[config.mk]
export PLATFORM = sky130hd
export DESIGN_NAME = fetch_sequencer
export DESIGN_NICKNAME = d
export VERILOG_FILES = /design/src/rtl/fetch_sequencer.sv
export SDC_FILE = /design/constraint.sdc
export NUM_CORES = 1
export LEC_CHECK = 0
export BUFFER_PORTS_ARGS = -buffer_cell sky130_fd_sc_hd__buf_2
export CAP_MARGIN = 5
export CORE_MARGIN = 5
export CORE_UTILIZATION = 28
export DETAILED_ROUTE_END_ITERATION = 16
export GPL_TIMING_DRIVEN = 0
export PLACE_DENSITY = 0.54
export SLEW_MARGIN = 20
export SYNTH_ARGS = -nofsm -noshare
export SYNTH_HDL_FRONTEND = slang
export SYNTH_SLANG_ARGS = --single-unit
export TNS_END_PERCENT = 50
[constraint.sdc]
create_clock -name clk -period 8.4 [get_ports clk]
set_clock_uncertainty 0.2 [all_clocks]
set_input_delay 1.68 -clock clk [delete_from_list [all_inputs] [get_ports clk]]
set_output_delay 1.68 -clock clk [all_outputs]
set_load 0.005 [all_outputs]
[src/rtl/fetch_sequencer.sv]
// -----------------------------------------------------------------------------
// fetch_sequencer
//
// Front end of the core. It owns the program counter, a writable branch-target
// LUT, run control (IDLE / RUN / DONE) and the run counters. It drives the
// instruction ROM address and receives that ROM's combinational machine code.
// The control/ALU side supplies the branch requests.
//
// A run ends when the PC reaches END_PC or when a HALT_CODE instruction
// retires.
//
// Ports:
//   clk          rising-edge clock for all state
//   reset        asynchronous, active-low reset (clears PC, FSM, counters, LUT)
//   start        begin a run from start_pc (honoured in IDLE and DONE)
//   start_pc     initial PC loaded on start
//   stall        hold the PC for this cycle
//   mach_code    instruction at prog_ctr, combinational from the ROM
//   branch_en    take a branch this cycle
//   branch_mode  0 = absolute (lut[idx]), 1 = relative (PC + lut[idx])
//   lut_idx      LUT entry used by a branch
//   lut_we       LUT write enable
//   lut_waddr    LUT write index
//   lut_wdata    LUT write data
//   prog_ctr     current PC (registered)
//   running      FSM is in RUN
//   done         FSM is in DONE (sticky until start or reset)
//   cycle_cnt    RUN cycles in this run (saturating)
//   instr_cnt    retired instructions in this run (saturating)
// -----------------------------------------------------------------------------
module fetch_sequencer #(
    parameter int              D         = 10,
    parameter int              IW        = 9,
    parameter int              LUT_DEPTH = 16,
    parameter int              LW        = 4,
    parameter int              END_PC    = 500,
    parameter logic [IW-1:0]   HALT_CODE = 9'h1FF,
    parameter int              CW        = 16
) (
    input  logic          clk,
    input  logic          reset,
    input  logic          start,
    input  logic [D-1:0]  start_pc,
    input  logic          stall,
    input  logic [IW-1:0] mach_code,
    input  logic          branch_en,
    input  logic          branch_mode,
    input  logic [LW-1:0] lut_idx,
    input  logic          lut_we,
    input  logic [LW-1:0] lut_waddr,
    input  logic [D-1:0]  lut_wdata,
    output logic [D-1:0]  prog_ctr,
    output logic          running,
    output logic          done,
    output logic [CW-1:0] cycle_cnt,
    output logic [CW-1:0] instr_cnt
);

    typedef enum logic [1:0] {
        IDLE = 2'd0,
        RUN  = 2'd1,
        DONE = 2'd2
    } state_t;

    localparam logic [D-1:0] END_ADDR = D'(END_PC);

    state_t        state, state_nxt;
    logic [D-1:0]  pc_nxt;
    logic [CW-1:0] cyc_nxt;
    logic [CW-1:0] ins_nxt;
    logic [D-1:0]  lut [LUT_DEPTH];
    logic [D-1:0]  lut_entry;
    logic [D-1:0]  br_target;

    // Counters stick at all ones instead of wrapping.
    function automatic logic [CW-1:0] sat_inc(input logic [CW-1:0] v);
        return (&v) ? v : v + CW'(1);
    endfunction

    // The relative target is a plain D-bit add, so a large entry acts as a
    // negative offset and the result wraps modulo 2^D.
    function automatic logic [D-1:0] target_of(input logic          rel,
                                               input logic [D-1:0]  pc,
                                               input logic [D-1:0]  entry);
        return rel ? pc + entry : entry;
    endfunction

    // The read is combinational from stored contents. A branch in the same
    // cycle as a write to its index therefore sees the old entry.
    assign lut_entry = lut[lut_idx];
    assign br_target = target_of(branch_mode, prog_ctr, lut_entry);

    always_ff @(posedge clk or negedge reset) begin
        if (!reset) begin
            for (int i = 0; i < LUT_DEPTH; i++) begin
                lut[i] <= '0;
            end
        end else if (lut_we) begin
            lut[lut_waddr] <= lut_wdata;
        end
    end

    always_ff @(posedge clk or negedge reset) begin
        if (!reset) begin
            state     <= IDLE;
            prog_ctr  <= '0;
            cycle_cnt <= '0;
            instr_cnt <= '0;
        end else begin
            state     <= state_nxt;
            prog_ctr  <= pc_nxt;
            cycle_cnt <= cyc_nxt;
            instr_cnt <= ins_nxt;
        end
    end

    always_comb begin
        state_nxt = state;
        pc_nxt    = prog_ctr;
        cyc_nxt   = cycle_cnt;
        ins_nxt   = instr_cnt;
        case (state)
            IDLE, DONE: begin
                if (start) begin
                    state_nxt = RUN;
                    pc_nxt    = start_pc;
                    cyc_nxt   = '0;
                    ins_nxt   = '0;
                end
            end
            RUN: begin
                // Every RUN edge counts, including stalls and the final one.
                cyc_nxt = sat_inc(cycle_cnt);
                if (prog_ctr == END_ADDR) begin
                    // The instruction at the end address does not retire.
                    state_nxt = DONE;
                end else if (!stall) begin
                    // A stall holds everything else, so halt and branch
                    // requests are dropped for that cycle.
                    ins_nxt = sat_inc(instr_cnt);
                    if (mach_code == HALT_CODE) begin
                        state_nxt = DONE;
                    end else if (branch_en) begin
                        pc_nxt = br_target;
                    end else begin
                        pc_nxt = prog_ctr + D'(1);
                    end
                end
            end
            default: begin
                state_nxt = IDLE;
            end
        endcase
    end

    assign running = (state == RUN);
    assign done    = (state == DONE);

endmodule
==> qor.yml <==
status:
  status: "complete, no violations"
critical_path:
  worstPathMaxFanout: 10
  crit_required_ns: 8.60
  rr_startpoint: "lut[146]$_DFFE_PN0P_"
  crit_end: "prog_ctr[4]$_DFFE_PN0P_"
  r2r_cells: 11
  start_kind: "input port"
  end_kind: "flip-flop"
  rr_endpoint: "prog_ctr[9]$_DFFE_PN0P_"
  critPathKind: "in2reg"
  rrSetupSlack_ns: 4.95
  crit_start: "lut_idx[2]"
  arrival_ns: 5.20
route:
  via_per_inst: 4.944
  drc: 0
  routedWlPerCell_um: 19.11
  vias: 6832
  wirelength_mm: 26.41
  drtIter0Drc: 332
  antenna_left: 0
  first_pass_iters: 5
grt:
  grt_pass1_vias: 6985
  gr-total-overflow: 0
  grt_pass1_wl_mm: 42.05
  grtUsageTotal_pct: 12.96
  grt_antenna_before_repair: 1
  grt_max_degree: 98
clocking:
  clkSinkCount: 204
  cts_root_buf: "clkbuf_16"
  cts_setup_buffers: 0
  cts.clk_slew.worst_paths_ns: 0.06
  htreeDepth: 1
  cts_buffers: 23
  cts_resized: 0
  cts_tree: "built"
  cts.path.max_buffers: 3
  ctsHoldBuffers: 0
  clock_latency_ns: 0.53
sta:
  holdWs_ns: 0.2987
  fin_tns_setup_ns: 0
  slew_headroom_pct: 29.97
  hold_violations: 0
  finalCritPeriodShare_pct: 59.44
  tightest_slew_ns: 1.050
  finalSetupViolCount: 0
  max_freq_ghz: 0.2003
  rsz0062_at_grt: "false"
  post-route-min-period_ns: 4.993
  final_max_slew_viol_count: 0
  layout_setup_ws_ns: 3.407
floorplanning:
  dieArea_um2: 40570
  die_x_um: 201.4
  core_um2: 36430
  io_pins: 88
  initial_utilization_pct: 28.16
  row_count: 70
  die_h_um: 201.4
yosys:
  synth_nets: 840
  ys_ff_latch: 204
  ys_seq_area_share_pct: 49.76
  syn_area_um2: 10260
  ys.flop_type: "dfrtp_1"
  yosys_warnings: 0
  synth-async-reset-ratio_pct: 100.0
  synth_top_cells_by_area: "dfrtp_1 (50%), mux2_2 (18%), mux4_2 (7.0%), mux4_1 (2.6%), xor2_1 (2.3%)"
  ys_types: 52
  synth_top_cells_by_count: "dfrtp_1 (204), mux2_2 (162), nor2_1 (51), mux4_2 (32)"
  synth.most_common_cell: "dfrtp_1"
  avgSynthCellArea_um2: 13.12
  syn_inst: 782
  synth-edff-count: 0
  synth_top_area_share_pct: 49.76
  synth_top_cell_by_area: "dfrtp_1"
placement:
  portBuffers: 85
  dp_slack_ns: 2.802
  dpl.hpwl_mm: 17.95
  routabilityCongestion: 0.7758
power_and_ir_drop:
  power_density_nw_per_um2: 277.3
  power_w: 0.003383
  ir_drop_mv: 0.1448
  power_leakage_nw: 5.346
final_layout:
  drive_gt1_share_pct: 37.64
  n_fill_cell: 3641
  synthToLayoutAreaGrowth_pct: 18.88
  final-seq-area_um2: 5105
  antenna_cells: 0
  final_util_pct: 33.48
  multi_input_area_um2: 4954
  layout.nets: 955
hold_path:
  hold_path.class: "reg2reg"
flow_run:
  cap_viol_max_count: 0
## worst min path at each step
| stage | startpoint | endpoint | cells after the start |
|---|---|---|---|
| floorplan | lut[146]$_DFFE_PN0P_ | lut[146]$_DFFE_PN0P_ | 1 |
| global placement | lut[146]$_DFFE_PN0P_ | lut[146]$_DFFE_PN0P_ | 1 |
| detailed placement | lut[146]$_DFFE_PN0P_ | lut[146]$_DFFE_PN0P_ | 1 |
| CTS | lut[146]$_DFFE_PN0P_ | lut[146]$_DFFE_PN0P_ | 1 |
| global route | lut[53]$_DFFE_PN0P_ | lut[53]$_DFFE_PN0P_ | 1 |
| finish | lut[127]$_DFFE_PN0P_ | lut[127]$_DFFE_PN0P_ | 1 |
## power breakdown
| group | switching, W | leakage [nW] | internal (W) |
|---|---|---|---|
| clock | 0.000412 | 0.394 | 0.000645 |
| sequential | 0.000182 | 2.53 | 0.00122 |
| combinational | 0.000443 | 2.42 | 0.000485 |
## final cells by class
cell class / instances / area share (%)
sequential: 204 / 41.85
multi-input combinational: 528 / 40.61
clock buffer: 34 / 5.468
tap: 468 / 4.801
timing repair buffer: 90 / 4.360
buffer: 40 / 1.529
clock inverter: 8 / 1.067
inverter: 10 / 0.3078
## flip-flops by register name (all words and copies together), names as in the netlist
| name | count |
|---|---|
| state | 2 |
| lut | 160 |
| prog_ctr | 10 |
| cycle_cnt | 16 |
| instr_cnt | 16 |
## critical path, cell delays in order
cell	delay [ns]
buf_2	0.11
clkbuf_1	0.65
buf_2	0.37
mux4_2	0.33
mux2i_1	0.14
a21oi_1	0.15
ha_1	0.32
fa_1	0.42
a21o_1	0.21
a21oi_1	0.18
xnor2_1	0.08
mux2i_1	0.19
o21ai_0	0.09
mux2_2	0.26
## routing by layer
| layer | vias to the layer above | wire (um) | global-route usage [%] | part of all wire (%) |
|---|---|---|---|---|
| met2 | 166 | 11380 | 19.36 | 43 |
| li1 | 3139 | - | - | - |
| met4 | 2 | 475 | 2.441 | 1.8 |
| met1 | 3490 | 13020 | 19.51 | 49 |
| met3 | 35 | 1523 | 2.804 | 5.8 |
| met5 | - | 7 | 0 | 0.027 |
## metrics by stage
step / std cells / cell area, um2
5_1_grt: 1382 / 12200
4_1_cts: 1382 / 12200
2_1_floorplan: 782 / 10260
6_report: 1382 / 12200
3_3_place_gp: 1335 / 11270
3_5_place_dp: 1340 / 11400
## cells by family after synthesis
kind of cell	Yosys count	synth area share, %
and+or+nand+nor	176	8.585
buffers and inverters	50	2.183
AOI/OAI and AO/OA	73	4.903
muxes	222	29.12
xor gates and xnor gates	43	3.671
DFF	204	49.76
adders and majority gates	14	1.781
## cells in the final DEF, fill, tap and decap left out, types with 4 or more instances in the layout
cell type	Yosys	routed
dfrtp_1	204	204
and2_1	4	4
clkbuf_1	29	35
buf_2	5	89
mux4_1	10	10
clkbuf_8	0	5
nor2b_1	9	9
o22ai_1	5	5
inv_1	10	10
mux4_2	32	32
xnor2_1	16	16
o21ai_0	11	11
nand2_1	29	29
nor2_1	51	42
mux2_2	162	162
nand4_1	17	17
clkinv_2	0	4
nor3_1	8	8
mux2i_1	18	18
ha_1	13	13
nand3_1	21	21
clkbuf_16	0	23
nand2b_1	12	12
xor2_1	27	27
buf_6	4	5
a21oi_1	17	17
and3_1	10	10
nor2_2	0	9
a211oi_1	10	10
and4_1	4	4
a21o_1	4	4
No activity file was read; power rests on OpenSTA's default activity.
